<file path="src/rtl/fifo_pkg.sv">
// fifo_pkg: shared defaults, pointer width helper and read-mode encoding
// for the sync_fifo_flags FIFO and its storage sub-module.
package fifo_pkg;

    localparam int DEF_WIDTH    = 8;
    localparam int DEF_DEPTH    = 16;
    localparam int DEF_AE_LEVEL = 2;
    localparam int DEF_FWFT     = 0;

    // Read-mode encoding carried by the FWFT parameter.
    typedef enum logic {
        FIFO_STD  = 1'b0,
        FIFO_FWFT = 1'b1
    } fifo_mode_e;

    // Address bits plus one wrap bit; also the occupancy count width.
    function automatic int ptr_w(input int depth);
        return $clog2(depth) + 1;
    endfunction

endpackage

</file>
<file path="src/rtl/fifo_mem.sv">
// fifo_mem: DEPTH x WIDTH storage, synchronous write port (we/waddr/wdata)
// and combinational read port (raddr -> rdata). Contents are not reset.
module fifo_mem #(
    parameter int WIDTH = 8,
    parameter int DEPTH = 16,
    localparam int AW   = $clog2(DEPTH)
) (
    input  logic             clk,
    input  logic             we,
    input  logic [AW-1:0]    waddr,
    input  logic [WIDTH-1:0] wdata,
    input  logic [AW-1:0]    raddr,
    output logic [WIDTH-1:0] rdata
);

    logic [WIDTH-1:0] mem_q [DEPTH];

    always_ff @(posedge clk) begin
        if (we) begin
            mem_q[waddr] <= wdata;
        end
    end

    assign rdata = mem_q[raddr];

endmodule

</file>
<file path="src/rtl/sync_fifo_flags.sv">
// sync_fifo_flags: single-clock FIFO with count, almost flags, error pulses
// and optional first-word-fall-through reads.
// Ports: clk, rst (sync, high), wr_en/d_in, rd_en/d_out, full, empty,
// almost_full, almost_empty, count, overflow, underflow.
module sync_fifo_flags
    import fifo_pkg::*;
#(
    parameter int WIDTH    = DEF_WIDTH,
    parameter int DEPTH    = DEF_DEPTH,
    parameter int AF_LEVEL = DEPTH - 2,
    parameter int AE_LEVEL = DEF_AE_LEVEL,
    parameter int FWFT     = DEF_FWFT
) (
    input  logic                      clk,
    input  logic                      rst,
    input  logic                      wr_en,
    input  logic                      rd_en,
    input  logic [WIDTH-1:0]          d_in,
    output logic [WIDTH-1:0]          d_out,
    output logic                      full,
    output logic                      empty,
    output logic                      almost_full,
    output logic                      almost_empty,
    output logic [ptr_w(DEPTH)-1:0]   count,
    output logic                      overflow,
    output logic                      underflow
);

    localparam int PW = ptr_w(DEPTH);
    localparam int AW = PW - 1;
    localparam logic [PW-1:0] ONE_C   = PW'(1);
    localparam logic [PW-1:0] DEPTH_C = PW'(DEPTH);
    localparam logic [PW-1:0] AF_C    = PW'(AF_LEVEL);
    localparam logic [PW-1:0] AE_C    = PW'(AE_LEVEL);
    localparam bit FWFT_MODE = (FWFT == int'(FIFO_FWFT));

    if (WIDTH < 1) begin : g_bad_width
        $fatal(1, "sync_fifo_flags: WIDTH must be >= 1");
    end
    if (DEPTH < 2 || (DEPTH & (DEPTH - 1)) != 0) begin : g_bad_depth
        $fatal(1, "sync_fifo_flags: DEPTH must be a power of two >= 2");
    end
    if (AF_LEVEL < 1 || AF_LEVEL > DEPTH) begin : g_bad_af
        $fatal(1, "sync_fifo_flags: AF_LEVEL out of range");
    end
    if (AE_LEVEL < 0 || AE_LEVEL > DEPTH - 1) begin : g_bad_ae
        $fatal(1, "sync_fifo_flags: AE_LEVEL out of range");
    end
    if (FWFT != 0 && FWFT != 1) begin : g_bad_fwft
        $fatal(1, "sync_fifo_flags: FWFT must be 0 or 1");
    end

    logic [PW-1:0]    wr_ptr_q, wr_ptr_d;
    logic [PW-1:0]    rd_ptr_q, rd_ptr_d;
    logic [PW-1:0]    count_q, count_d;
    logic             full_q, full_d;
    logic             empty_q, empty_d;
    logic             af_q, af_d;
    logic             ae_q, ae_d;
    logic             ovf_q, ovf_d;
    logic             udf_q, udf_d;
    logic [WIDTH-1:0] dout_q, dout_d;
    logic             wr_acc, rd_acc;
    logic [WIDTH-1:0] rdata;

    always_comb begin
        rd_acc   = rd_en & ~empty_q;
        // A pop in the same cycle frees the slot a full FIFO writes into.
        wr_acc   = wr_en & (~full_q | rd_acc);
        wr_ptr_d = wr_ptr_q;
        rd_ptr_d = rd_ptr_q;
        count_d  = count_q;
        dout_d   = dout_q;
        if (wr_acc) begin
            wr_ptr_d = wr_ptr_q + ONE_C;
        end
        if (rd_acc) begin
            rd_ptr_d = rd_ptr_q + ONE_C;
            if (!FWFT_MODE) begin
                dout_d = rdata;
            end
        end
        case ({wr_acc, rd_acc})
            2'b10:   count_d = count_q + ONE_C;
            2'b01:   count_d = count_q - ONE_C;
            default: count_d = count_q;
        endcase
        full_d  = (count_d == DEPTH_C);
        empty_d = (count_d == '0);
        af_d    = (count_d >= AF_C);
        ae_d    = (count_d <= AE_C);
        ovf_d   = wr_en & ~wr_acc;
        udf_d   = rd_en & ~rd_acc;
    end

    always_ff @(posedge clk) begin
        if (rst) begin
            wr_ptr_q <= '0;
            rd_ptr_q <= '0;
            count_q  <= '0;
            full_q   <= 1'b0;
            empty_q  <= 1'b1;
            af_q     <= 1'b0;
            ae_q     <= 1'b1;
            ovf_q    <= 1'b0;
            udf_q    <= 1'b0;
            dout_q   <= '0;
        end else begin
            wr_ptr_q <= wr_ptr_d;
            rd_ptr_q <= rd_ptr_d;
            count_q  <= count_d;
            full_q   <= full_d;
            empty_q  <= empty_d;
            af_q     <= af_d;
            ae_q     <= ae_d;
            ovf_q    <= ovf_d;
            udf_q    <= udf_d;
            dout_q   <= dout_d;
        end
    end

    fifo_mem #(
        .WIDTH(WIDTH),
        .DEPTH(DEPTH)
    ) u_mem (
        .clk  (clk),
        .we   (wr_acc & ~rst),
        .waddr(wr_ptr_q[AW-1:0]),
        .wdata(d_in),
        .raddr(rd_ptr_q[AW-1:0]),
        .rdata(rdata)
    );

    // Wrap bits only distinguish full from empty; count already does that.
    logic unused_wrap;
    assign unused_wrap = wr_ptr_q[PW-1] ^ rd_ptr_q[PW-1];

    // FWFT shows the head combinationally; forced to 0 while empty so
    // reset still presents d_out=0.
    assign d_out = FWFT_MODE ? (empty_q ? '0 : rdata) : dout_q;

    assign full         = full_q;
    assign empty        = empty_q;
    assign almost_full  = af_q;
    assign almost_empty = ae_q;
    assign count        = count_q;
    assign overflow     = ovf_q;
    assign underflow    = udf_q;

endmodule

</file>
<file path="config.mk">
export PLATFORM = sky130hd
export DESIGN_NAME = sync_fifo_flags
export DESIGN_NICKNAME = d
export VERILOG_FILES = /design/src/rtl/fifo_pkg.sv /design/src/rtl/fifo_mem.sv /design/src/rtl/sync_fifo_flags.sv
export SDC_FILE = /design/constraint.sdc
export NUM_CORES = 1
export LEC_CHECK = 0
export BUFFER_PORTS_ARGS = -buffer_cell sky130_fd_sc_hd__buf_2
export CORE_MARGIN = 1
export CORE_UTILIZATION = 36
export DETAILED_ROUTE_END_ITERATION = 16
export SETUP_SLACK_MARGIN = 0.05
export SLEW_MARGIN = 20
export SYNTH_ARGS = -nofsm -noshare
export SYNTH_HDL_FRONTEND = slang
export SYNTH_SLANG_ARGS = --single-unit
</file>
<file path="constraint.sdc">
create_clock -name clk -period 7.19 [get_ports clk]
set_input_delay 1.0785 -clock clk [delete_from_list [all_inputs] [get_ports clk]]
set_output_delay 1.0785 -clock clk [all_outputs]
set_load 0.1 [all_outputs]
</file>
After elaboration in Yosys (flattened, before gate mapping)
Memories as Yosys holds them, arrays and structs flattened. A register that Yosys moved wholly into a read port is not among the register bits.
Index checks and enable logic that the tools add are counted.

word-level totals
  bits in registers = 21
  word-level logic and storage cells = 34
  memories = 1
  output and inout port bits = 19
  bits in writable memories = 128

cells by class
  add/sub/neg operators = 4
  magnitude comparators = 2
  bitwise logic cells = 11
  equal/unequal tests = 3
  reductions and logical operators = 1
  multiplexer cells = 3

memory list
  name         words  bits a word  rd ports  clocked after memory_dff  write ports  RTL line        RTL
  u_mem.mem_q  16     8            1         1                         1            fifo_mem.sv:16  logic [WIDTH-1:0] mem_q [DEPTH];

operators by type and width
  kind                   count
  $add A5 B1 Y5 const B  3
  $pmux W5 S2            1
  $and A1 B1 Y1          5
  $eq A5 B5 Y1 const B   1
  $ge A5 B4 Y1 const B   1
  $le A5 B2 Y1 const B   1
  $logic_not A5 Y1       1
  $not A1 Y1             5
  $sub A5 B1 Y5 const B  1
  $eq A2 B1 Y1 const B   1
  $eq A2 B2 Y1 const B   1
  $mux W1                2
  $or A1 B1 Y1           1

Logic depth before layout (Yosys ltp)
  depth after elaboration = 7
  depth in mapped cells = 13
  mapped depth without buffers = 11

Hierarchy
Synthesis repeated with hierarchy kept, for this count alone.

unflattened totals
  cell total of the unflattened synthesis = 362
  area, all modules = 6204.7 sq um

modules (own cells, without submodules)
  module           area an instance (sq um)  times used  cells each  sequential area each (sq um)
  fifo_mem         4987.3                    1           221         3843.7
  sync_fifo_flags  1217.4                    1           141         540.5

Least setup slack after synthesis
No wires, ideal clock.

  path type = input-to-reg
  start point = input rd_en
  end point = register full_q (netlist: full)
  path slack = 3.558 ns
  required time = 7.073 ns
  arrival = 3.515 ns
  stages = 13
  cell sequence = nand2b_1 clkbuf_1 a21boi_1 inv_1 ha_1 buf_2 xor2_1 ha_1 a21o_1 and2_1 o2111ai_1 xor2_1 and4bb_1

on the way
  longest elaborated chain between the ends = 6
  elaborated cells between the ends (all ways) = 7
  classes of those cells = eq/ne (3); mux (1); bitwise (3)

RTL lines
  what                                          RTL line                RTL
  start, declared                               sync_fifo_flags.sv:17   input logic rd_en,
  $and A1 B1 Y1 *                               sync_fifo_flags.sv:67   rd_acc = rd_en & ~empty_q;
  $or A1 B1 Y1                                  sync_fifo_flags.sv:69   wr_acc = wr_en & (~full_q | rd_acc);
  $and A1 B1 Y1                                 sync_fifo_flags.sv:69
  $eq A2 B1 Y1 or $eq A2 B2 Y1 (tied branches)  sync_fifo_flags.sv:83   case ({wr_acc, rd_acc})
  $pmux W5 S2 *                                 sync_fifo_flags.sv:83
  $eq A5 B5 Y1 *                                sync_fifo_flags.sv:88   full_d = (count_d == DEPTH_C);
  end signal, assigned                          sync_fifo_flags.sv:112  full_q <= full_d;
  end, declared                                 sync_fifo_flags.sv:56   logic full_q, full_d;

Mark *: on every way between the ends. The rest lies on a longest branch, timed or not.
A chain may end at the register's enable or synchronous reset.

Worst setup path in the final report
Ends and elaborated chain as after synthesis.

==> flow_summary.toml <==
[run_status]
status = "finished clean"

[power_and_ir_drop]
power_frac_seq = 0.460
clkPwrFrac = 0.360
netSwitchingFraction = 0.299
vdd_drop_max_uv = 220
internal-power_w = 0.00157
power_density_mw_per_mm2 = 318
p_total_w = 0.00223
power.leakage_nw = 2.34
switchingPower_w = 0.000668
share_comb_of_total_power = 0.181

[logic_synthesis]
yosys_most_used_dff = "edfxtp_1"
synth-edff-count = 128
yosysTopAreaCell = "edfxtp_1"
ys_seq_area_frac = 0.715
synth_top_area_share = 0.627
yosysWarnings = 0
synth_commonest_cells = "edfxtp_1, nor2_1, mux4_2"
yosys-top-cells-area = "edfxtp_1, mux4_2, dfxtp_1, nor2_1, a22oi_1"
synthCells = 361
synthesis.area_mm2 = 0.00613
synthDistinctLibCells = 38
ys_seq_elements = 155
syn_nets = 381
synthArstFlopShare = 0
synth.most_common_cell = "edfxtp_1"
avgSynthCellArea_um2 = 17.0

[clock_tree]
cts_tree = "yes"
insertion_delay_ps = 420
cts-buffers-inserted = 17
holdBufCountCts = 0
cts_buffer_depth = 2
cts.sinks = 155
clk_pin_slew_ps = 60
root_buffer = "clkbuf_16"
htree_levels = 4
cts_setup_buffers = 0
cts_resized = 0

[global_routing]
grt_pass1_vias = 3342
grt_start_max_net_pins = 36
antenna_found_initial = 1
gr-total-overflow = 0
grt_pass1_wl_um = 19100
grt_use_total = 0.152

[setup_path]
start_kind = "input pin"
criticalPathCategory = "input pin to flip-flop"
required_ps = 7500
worstSetupEndpointType = "flip-flop"
path_max_fanout = 19
arrival_ps = 4140

[sta]
slew_headroom = 0.331
layout_min_cycle_time_ps = 3830
setup_violations = 0
rsz0062_at_grt = "false"
fin_crit_sh = 0.533
setup_slack_ps = 3360
fin_tns_setup_ps = 0
slew_violations = 0
skew_ps = 12.4
finalHoldViolations = 0
max_freq_ghz = 0.261
worst_pin_slew_ps = 1000

[drt]
ant_nets = 0
route.detailed.drc = 0
num_vias = 3201
first_pass_iters = 4
routed_wl_um = 12200
drt_iter0_markers = 217
vias_per_cell = 5.14
wl_per_cell_um = 19.6

[job]
drv_cap = 0

[place]
gp_congestion = 0.806
place_ws_ps = 2940
portBuffers = 30
dpl.hpwl_um = 7550

[cells_and_area]
synthToLayoutAreaGrowth_pct = 14.5
drive_gt1_frac = 0.243
nets = 410
antennaDiodeCount = 0

[floorplanning]
fp.dieH_um = 132
initial_core_util = 0.370
io_pins = 31
core_mm2 = 0.0166
fp.dieW_um = 132
die_area_mm2 = 0.0176
rows = 47

[worst_hold_path]
hp-class = "flip-flop to flip-flop"
==> area by class of cell <==
type	instances	area, um^2
clock buffers	18	429
clock inverters	14	97.6
fillers	1492	9570
inverters	6	22.5
multi-input cells	178	1640
flip-flops and latches	155	4390
well taps	220	275
repair buffers	32	165
==> state kept, by name, indices dropped and copies added (netlist names) <==
register      cells
wr_ptr_q          4
overflow          1
rd_ptr_q          4
d_out             8
underflow         1
empty             1
almost_full       1
full              1
count             5
almost_empty      1
u_mem.mem_q     128
==> worst max-delay path, stage by stage <==
cell       delay [ps]
buf_2              90
nand2b_1          380
a21boi_1          560
inv_1             130
ha_1              330
xor2_1            200
ha_1              230
a21o_1            170
and2_1            160
o2111ai_1         220
xor2_1            340
and4bb_1          260
==> per-stage QoR <==
stage / area [um^2] / cells / hold slack [ps] / utilization
final: 7020 / 623 / 462 / 0.423
after global routing: 7020 / 623 / 473 / 0.423
after CTS: 7020 / 623 / 470 / 0.423
after detailed placement: 6490 / 591 / 463 / 0.391
after global placement: 6490 / 591 / 465 / 0.391
after floorplan: 6130 / 361 / 554 / -
==> final timing paths <==
path,start,endpoint,slack [ps],cells after the start
min reg2reg,empty,underflow,460,2
max reg2reg,empty,full,3700,11
min,empty,underflow,460,2
max,rd_en,full,3360,12
==> logic make-up after synthesis <==
| family | count (synthesis) | synth area share |
|---|---|---|
| XOR/XNOR | 10 | 0.0143 |
| multiplexers | 39 | 0.129 |
| AO/OA/AOI/OAI | 45 | 0.0492 |
| buffers and inverters | 28 | 0.0200 |
| adder cells (fa/ha/maj) | 8 | 0.0163 |
| AND/OR/NAND/NOR | 76 | 0.0557 |
| flip-flops | 155 | 0.715 |
==> routing by layer <==
metal / up-vias / track usage / share of wire
met4: 2 / 0.0543 / 0.011
met1: 1643 / 0.197 / 0.45
met3: 15 / 0.0418 / 0.048
met2: 75 / 0.244 / 0.49
met5: - / 0 / 0.0011
li1: 1466 / - / -
==> power by group through the flow <==
| stage | clock, W | combinational, W | sequential (W) |
|---|---|---|---|
| 2_1_floorplan | 0 | 0.000201 | 0.00118 |
| 3_3_place_gp | 0 | 0.000403 | 0.00104 |
| 3_5_place_dp | 0 | 0.000410 | 0.00105 |
| 4_1_cts | 0.000819 | 0.000410 | 0.00103 |
| 5_1_grt | 0.000850 | 0.000434 | 0.00103 |
| 6_report | 0.000804 | 0.000403 | 0.00103 |
==> placed cells by master, fill, tap and decap left out, types with 3 or more instances in the layout <==
cell	netlist	layout
nand4_1	3	3
xnor2_1	3	3
mux4_2	32	32
a21oi_1	17	17
mux2i_1	6	6
buf_2	5	30
nor2_1	40	40
dfxtp_1	27	26
nand2_1	16	16
clkbuf_16	0	17
nand2b_1	4	4
clkinv_1	1	5
inv_1	5	5
edfxtp_1	128	128
a22oi_1	15	15
xor2_1	7	7
ha_1	8	8
nor3_2	0	4
(Power assumes the default switching activity.)
